`src/rtl/enc_rr_arbiter.sv`:
```
// Round-robin arbiter granting one requester a whole burst of encoder beats.
// Grant 1 cycle after req; bursts end on the final beat_fire; back-to-back grants have no gap.
module enc_rr_arbiter #(
  parameter int IDX_WIDTH = 4,
  parameter int LEN_WIDTH = 8
) (
  input  logic                                 clk,
  input  logic                                 rst_n,
  input  logic [(1<<IDX_WIDTH)-1:0]            req,
  input  logic [(1<<IDX_WIDTH)*LEN_WIDTH-1:0]  req_len,
  input  logic                                 beat_fire,
  output logic                                 gnt_valid,
  output logic [IDX_WIDTH-1:0]                 gnt_idx,
  output logic [(1<<IDX_WIDTH)-1:0]            gnt_oh,
  output logic                                 gnt_last,
  output logic [LEN_WIDTH-1:0]                 beat_cnt
);

  localparam int N = 1 << IDX_WIDTH;

  typedef enum logic {IDLE, GRANT} state_t;

  state_t               state_q;
  logic [IDX_WIDTH-1:0] ptr_q;
  logic [IDX_WIDTH-1:0] gnt_idx_q;
  logic                 gnt_valid_q;
  logic [LEN_WIDTH-1:0] len_q;
  logic [LEN_WIDTH-1:0] beat_cnt_q;

  logic                 any_req;
  logic                 found;
  logic [IDX_WIDTH-1:0] cand;
  logic [IDX_WIDTH-1:0] win_idx;
  logic [LEN_WIDTH-1:0] win_len;
  logic                 at_last;

  // Scan from ptr_q upward; index addition wraps naturally at IDX_WIDTH bits.
  always_comb begin
    found   = 1'b0;
    cand    = '0;
    win_idx = '0;
    for (int k = 0; k < N; k++) begin
      cand = ptr_q + IDX_WIDTH'(k);
      if (!found && req[cand]) begin
        found   = 1'b1;
        win_idx = cand;
      end
    end
  end

  assign any_req = |req;
  assign win_len = req_len[int'(win_idx)*LEN_WIDTH +: LEN_WIDTH];
  assign at_last = (beat_cnt_q == len_q);

  always_ff @(posedge clk or negedge rst_n) begin
    if (!rst_n) begin
      state_q     <= IDLE;
      ptr_q       <= '0;
      gnt_idx_q   <= '0;
      gnt_valid_q <= 1'b0;
      len_q       <= '0;
      beat_cnt_q  <= '0;
    end else begin
      case (state_q)
        IDLE: begin
          if (any_req) begin
            state_q     <= GRANT;
            gnt_valid_q <= 1'b1;
            gnt_idx_q   <= win_idx;
            len_q       <= win_len;
            beat_cnt_q  <= '0;
            ptr_q       <= win_idx + IDX_WIDTH'(1);
          end
        end
        GRANT: begin
          if (beat_fire) begin
            if (!at_last) begin
              beat_cnt_q <= beat_cnt_q + LEN_WIDTH'(1);
            end else if (any_req) begin
              gnt_idx_q  <= win_idx;
              len_q      <= win_len;
              beat_cnt_q <= '0;
              ptr_q      <= win_idx + IDX_WIDTH'(1);
            end else begin
              // Return to a clean all-zero output state while idle.
              state_q     <= IDLE;
              gnt_valid_q <= 1'b0;
              gnt_idx_q   <= '0;
              len_q       <= '0;
              beat_cnt_q  <= '0;
            end
          end
        end
        default: state_q <= IDLE;
      endcase
    end
  end

  assign gnt_valid = gnt_valid_q;
  assign gnt_idx   = gnt_idx_q;
  assign gnt_oh    = gnt_valid_q ? (N'(1) << gnt_idx_q) : '0;
  assign gnt_last  = gnt_valid_q && at_last;
  assign beat_cnt  = beat_cnt_q;

endmodule

```
`config.mk`:
```
export PLATFORM = sky130hd
export DESIGN_NAME = enc_rr_arbiter
export DESIGN_NICKNAME = d
export VERILOG_FILES = /design/src/rtl/enc_rr_arbiter.sv
export SDC_FILE = /design/constraint.sdc
export NUM_CORES = 1
export LEC_CHECK = 0
export ABC_CLOCK_PERIOD_IN_PS = 6340
export CORE_MARGIN = 4
export CORE_UTILIZATION = 45
export DETAILED_ROUTE_END_ITERATION = 8
export GPL_TIMING_DRIVEN = 0
export PLACE_DENSITY_LB_ADDON = 0.12
export SLEW_MARGIN = 40
export SYNTH_ARGS = -nofsm -noshare
export SYNTH_HDL_FRONTEND = slang
export SYNTH_SLANG_ARGS = --single-unit
```
`constraint.sdc`:
```
create_clock -name clk -period 6.34 [get_ports clk]
set_clock_uncertainty 0.1 [all_clocks]
set_input_delay 0.634 -clock clk [delete_from_list [all_inputs] [get_ports clk]]
set_output_delay 0.634 -clock clk [all_outputs]
set_load 0.05 [all_outputs]
```
==> metrics.cfg, run 1 <==
[grt]
grt_pass1_wl_um=30800
grt_start_max_net_pins=27
grt_remaining_overflow=0
antenna_found_initial=0
grt_pass1_vias=6068
track_usage_pct=29.0

[synth]
synth_edf_count=0
postSynthRegisterBits=26
syn-instance-count=629
synth_top_flop_cell=dfrtp_1
synth_area_leaders=dfrtp_1 13%, mux4_2 12%, mux2i_1 11%, nand2_1 8.8%, mux2_2 4.4%
yosys_warnings=0
synth.distinct_cells=73
yosysSeqAreaShare_pct=12.8
syn_avg_cell_area_sq_um=8.09
synthTopCellsByCount=119 x nand2_1, 57 x mux2i_1, 44 x nor2_1, 43 x a21oi_1, 27 x mux4_2
synth_area_sq_um=5090
synth_largest_area_cell=dfrtp_1
synth.most_common_cell=nand2_1
syn_nets=785
yosys.area.top_type_share_pct=12.8
async_flop_share_pct=100

[place]
port_buffers=175
hpwl_um=15800
gp_congestion=1.03
placedCellCount=944

[floorplanning]
die_h_um=114
die-area_sq_um=13100
die_x_um=114
coreArea_sq_um=10900
start_util_pct=46.6
num_io_pins=177
fp-row-count=38

[timing]
fin_tns_setup_ps=0
slew_viol_final=0
holdWs_ps=278
tightest_slew_ps=767
setup_viol=0
hold_violations=0
max_freq_mhz=164
rsz0062_at_grt=no
slew_headroom_pct=48.7
period_share_pct=96.2
period_needed_ps=6100

[final_layout]
area_growth_syn_to_layout_pct=40.7
num_antenna_cells=0
fin_cells=949
utilization_pct=65.5
layout-drive-gt1-share_pct=12.2
fin_nets=966
n_fill_cell=955

[clocking]
clockBufferDepth=2
cts_tree=done
post_cts.repair.setup_buffers=0
cts_buffers=3
cts.clk_slew.worst_paths_ps=70
cts.sinks=26
clockRootBuffer=clkbuf_16
h-tree-depth=1
clkLatencyLatePin_ps=260

[drt]
vias=5881
finalWirelength_um=19300
viasPerCell=6.20
dr.pass1.iters=6
drt_iter0_markers=468
drtAntennaViolNets=0
route.detailed.wl_per_inst_um=20.3
drc=0

[critical_path]
crit_path_start_kind=flop
cp_max_fo=11
end_kind=flop
critical_path.slowest_cell=or4_1
path_cells=buf_6 -> buf_2 -> inv_4 -> ha_1 -> buf_2 -> clkbuf_4 -> buf_2 -> mux2_2 -> mux2i_1 -> o32ai_2 -> nor3_2 -> buf_2 -> nand3_1 -> o31a_1 -> o211a_1 -> o211a_1 -> buf_6 -> clkinv_4 -> buf_12 -> mux2_1 -> a32o_1 -> or4_1
worstRegToRegCells=22
arrival_ps=6130
crit_top_cell=buf_2
max_stage_delay_ps=530
crit_type=flop to flop
cp.required_ps=6370

[worst_hold_path]
hold_path.class=input pin to async pin

[status]
status=finished, final reports clean

[job]
max_cap_viol_count=0

-- routing by layer --
layer / wire length [um] / share of wire (%) / vias up / GRT usage [%]
met1: 7120 / 37 / 2816 / 33.5
met3: 1350 / 7.0 / 50 / 4.65
li1: - / - / 2739 / -
met4: 656 / 3.4 / 0 / 9.03
met2: 10200 / 53 / 276 / 54.4
met5: 0 / 0 / - / 0
-- final cells by class --
| type | count | area, sq um | area share [%] |
|---|---|---|---|
| repair buffers | 176 | 1750 | 24.5 |
| plain buffers | 40 | 254 | 3.55 |
| well taps | 140 | 175 | 2.45 |
| flip-flops and latches | 26 | 652 | 9.10 |
| clock buffers | 3 | 75.1 | 1.05 |
| multi-input cells | 551 | 4170 | 58.3 |
| inverters | 12 | 52.6 | 0.734 |
| clock inverters | 1 | 30.0 | 0.419 |
-- per-stage QoR --
| stage | area [sq um] | worst slack, ps |
|---|---|---|
| 2_1_floorplan | 5090 | 603 |
| 3_3_place_gp | 7020 | -602 |
| 3_5_place_dp | 7020 | -613 |
| 4_1_cts | 7130 | 32.5 |
| 5_1_grt | 7160 | 13.4 |
| 6_report | 7160 | 241 |
-- kinds of logic after synthesis --
group           after synthesis  share of synthesized area (%)
simple gates                239                           21.4
compound gates              159                           21.8
mux                         118                           31.6
buf+inv                      52                           5.80
xor+xnor                     26                           4.47
flops                        26                           12.8
fa+ha+maj                     9                           2.21
-- path summary, 6_finish.rpt --
check | startpoint | end | slack, ps
setup / recovery | ptr_q[1]$_DFFE_PN0P_ | len_q[2]$_DFFE_PN0P_ | 240
hold / removal | rst_n | beat_cnt[5]$_DFFE_PN0P_ | 280
setup reg to reg | ptr_q[1]$_DFFE_PN0P_ | len_q[2]$_DFFE_PN0P_ | 240
hold reg to reg | state_q$_DFF_PN0_ | state_q$_DFF_PN0_ | 490
max in group asynchronous | rst_n | ptr_q[1]$_DFFE_PN0P_ | 5430
min in group clk | state_q$_DFF_PN0_ | state_q$_DFF_PN0_ | 490
-- worst max-delay path, delay by kind of cell (launching register included) --
kind	cells	cell delay, ps
buf+inv	10	2010
compound gates	5	1090
mux	3	1040
simple gates	3	940
flops	1	470
fa+ha+maj	1	290
-- cells in the final DEF, fill, tap and decap left out, types with 4 or more instances in the layout --
master / synthesis / routed
clkdlybuf4s50_1: 0 / 174
a31oi_1: 6 / 5
mux4_2: 27 / 27
nand3_1: 14 / 14
nor2_1: 44 / 44
a31o_2: 4 / 4
xor2_1: 10 / 10
nand4_1: 5 / 5
o221ai_1: 9 / 9
inv_1: 8 / 8
o2111ai_1: 4 / 4
clkbuf_1: 17 / 16
a21oi_2: 5 / 5
o22ai_1: 6 / 6
dfrtp_1: 26 / 25
mux2_1: 11 / 11
o21ai_0: 21 / 21
buf_2: 13 / 12
nor3_1: 14 / 12
or2_2: 4 / 4
mux2_2: 20 / 20
mux2i_1: 57 / 56
xnor2_1: 16 / 16
ha_1: 9 / 9
a2111o_1: 6 / 6
nand2_1: 119 / 119
nand2b_1: 5 / 5
a21oi_1: 43 / 43
nor4_1: 6 / 6
o21a_1: 17 / 17
and2_1: 5 / 5
-- repair_timing --
item / in CTS / in global routing
endpoints found under the setup margin: 11 / 10
hold endpoints to repair: 0 / 0
resized for setup: 4 / 7
hold buffers: 0 / 0
-- state kept, by name, indices dropped and copies added, names as in the netlist --
name,count
beat_cnt,8
len_q,8
gnt_idx,4
gnt_valid,1
state_q,1
ptr_q,4
Power of run 1 is left out: the tool's default activity adds up to more than one toggle a clock period on the data nets, which glitch-free logic cannot reach.
==> inputs of run 2 (changes only) <==
Settings changed: DONT_BUFFER_PORTS set to 1.
==> run 2 against run 1 <==
- via count is 12% lower
- critical path type unchanged
- critical path depth is 2 lower
- critical endpoint is now len_q[6]$_DFFE_PN0P_
- global-route usage is 3.2 points lower
- clock-buffer cell count is 1 higher
- die area stayed put
- first-iteration DRC count is 25% higher
==> metrics.cfg, run 2 (same netlist as run 1, synthesis figures left out) <==
[floorplanning]
die_x_um=114
num_io_pins=177
die_h_um=114
fp-row-count=38
start_util_pct=46.6
die-area_sq_um=13100
coreArea_sq_um=10900

[drt]
route.detailed.wl_per_inst_um=22.8
dr.pass1.iters=5
viasPerCell=6.68
drtAntennaViolNets=0
vias=5172
drc=0
finalWirelength_um=17600
drt_iter0_markers=583

[critical_path]
crit_type=flop to flop
end_kind=flop
max_stage_delay_ps=620
arrival_ps=6060
path_cells=buf_6 -> clkbuf_4 -> inv_4 -> ha_1 -> clkbuf_1 -> mux4_1 -> mux4_2 -> or2_4 -> nor4_4 -> nand4_1 -> nand2b_1 -> o211a_1 -> o211a_1 -> buf_6 -> clkinv_4 -> buf_12 -> buf_12 -> mux2i_1 -> o221ai_1 -> or4_1
crit_path_start_kind=flop
critical_path.slowest_cell=mux4_2
cp_max_fo=11
cp.required_ps=6370

[timing]
period_share_pct=95.2
holdWs_ps=78.5
slew_headroom_pct=39.7
setup_viol=0
slew_viol_final=0
max_freq_mhz=166
period_needed_ps=6030
tightest_slew_ps=901
rsz0062_at_grt=no
hold_violations=0

[status]
status=finished, final reports clean

[final_layout]
layout-drive-gt1-share_pct=17.5
final_common_cell=nand2_1
num_antenna_cells=0
area_growth_syn_to_layout_pct=7.25
fin_nets=791
final_cell_mix=119 x nand2_1, 56 x mux2i_1, 43 x a21oi_1

[grt]
grt_pass1_vias=5099
antenna_found_initial=0
grt_pass1_wl_um=27000
grt_remaining_overflow=0
track_usage_pct=25.8
grt_start_max_net_pins=27

[place]
port_buffers=0
hpwl_um=14300
gp_congestion=0.924

[clocking]
cts.sinks=26
post_cts.repair.setup_buffers=0
cts_buffers=3
clkLatencyLatePin_ps=260
h-tree-depth=1
clockBufferDepth=2
cts_tree=done
cts.clk_slew.worst_paths_ps=70
clockRootBuffer=clkbuf_16

[worst_hold_path]
hold_path.class=input pin to async pin

[job]
max_cap_viol_count=0

-- run 2: path summary, 6_finish.rpt --
path | startpoint | endpoint | slack [ps] | cells after the start
min in group clk | state_q$_DFF_PN0_ | state_q$_DFF_PN0_ | 470 | 2
max reg2reg | ptr_q[1]$_DFFE_PN0P_ | len_q[6]$_DFFE_PN0P_ | 310 | 20
min reg2reg | state_q$_DFF_PN0_ | state_q$_DFF_PN0_ | 470 | 2
max | ptr_q[1]$_DFFE_PN0P_ | len_q[6]$_DFFE_PN0P_ | 310 | 20
min | rst_n | gnt_valid$_DFFE_PN0P_ | 80 | 1
max in group asynchronous | rst_n | ptr_q[1]$_DFFE_PN0P_ | 5890 | 1
-- run 2: timing repair --
item	4_1_cts	5_1_grt
hold buffers	1	0
gates cloned	0	0
gates resized for setup	5	6
hold endpoints to repair	26	0
endpoints found under the setup margin	11	8
pin swaps	0	1
-- run 2: area by class of cell --
type / instances / area (sq um)
Inverter: 12 / 52.6
Sequential cell: 26 / 652
Fill cell: 1097 / 5480
Timing Repair Buffer: 1 / 20.0
Multi-Input combinational cell: 551 / 4220
Tap cell: 140 / 175
Buffer: 40 / 256
Clock buffer: 4 / 88.8
-- run 2: layer usage --
| layer | vias to the layer above | routed length (um) | global-route usage (%) |
|---|---|---|---|
| li1 | 2393 | - | - |
| met1 | 2452 | 6800 | 32.4 |
| met2 | 292 | 8990 | 45.9 |
| met3 | 35 | 1310 | 3.38 |
| met4 | 0 | 544 | 8.16 |
| met5 | - | 0 | 0 |
-- run 2: worst max-delay path, delay by kind of cell (launching register included) --
kind | cells | cell delay [ps]
fa+ha+maj | 1 | 290
simple gates | 5 | 1620
mux | 3 | 1280
compound gates | 3 | 610
buf+inv | 8 | 1510
flops | 1 | 470
-- run 2: through the flow --
| step | utilization (%) | std cells | TNS [ps] | worst slack [ps] | instance area [sq um] |
|---|---|---|---|---|---|
| after floorplan | - | 629 | 0 | 603 | 5090 |
| after global placement | 48.2 | 769 | -5470 | -686 | 5270 |
| after detailed placement | 48.5 | 769 | -6320 | -757 | 5300 |
| after CTS | 49.6 | 774 | 0 | 21.9 | 5420 |
| after global routing | 49.9 | 774 | 0 | 3.65 | 5460 |
| final | 49.9 | 774 | 0 | 307 | 5460 |
Power of run 2 is left out for the same reason.
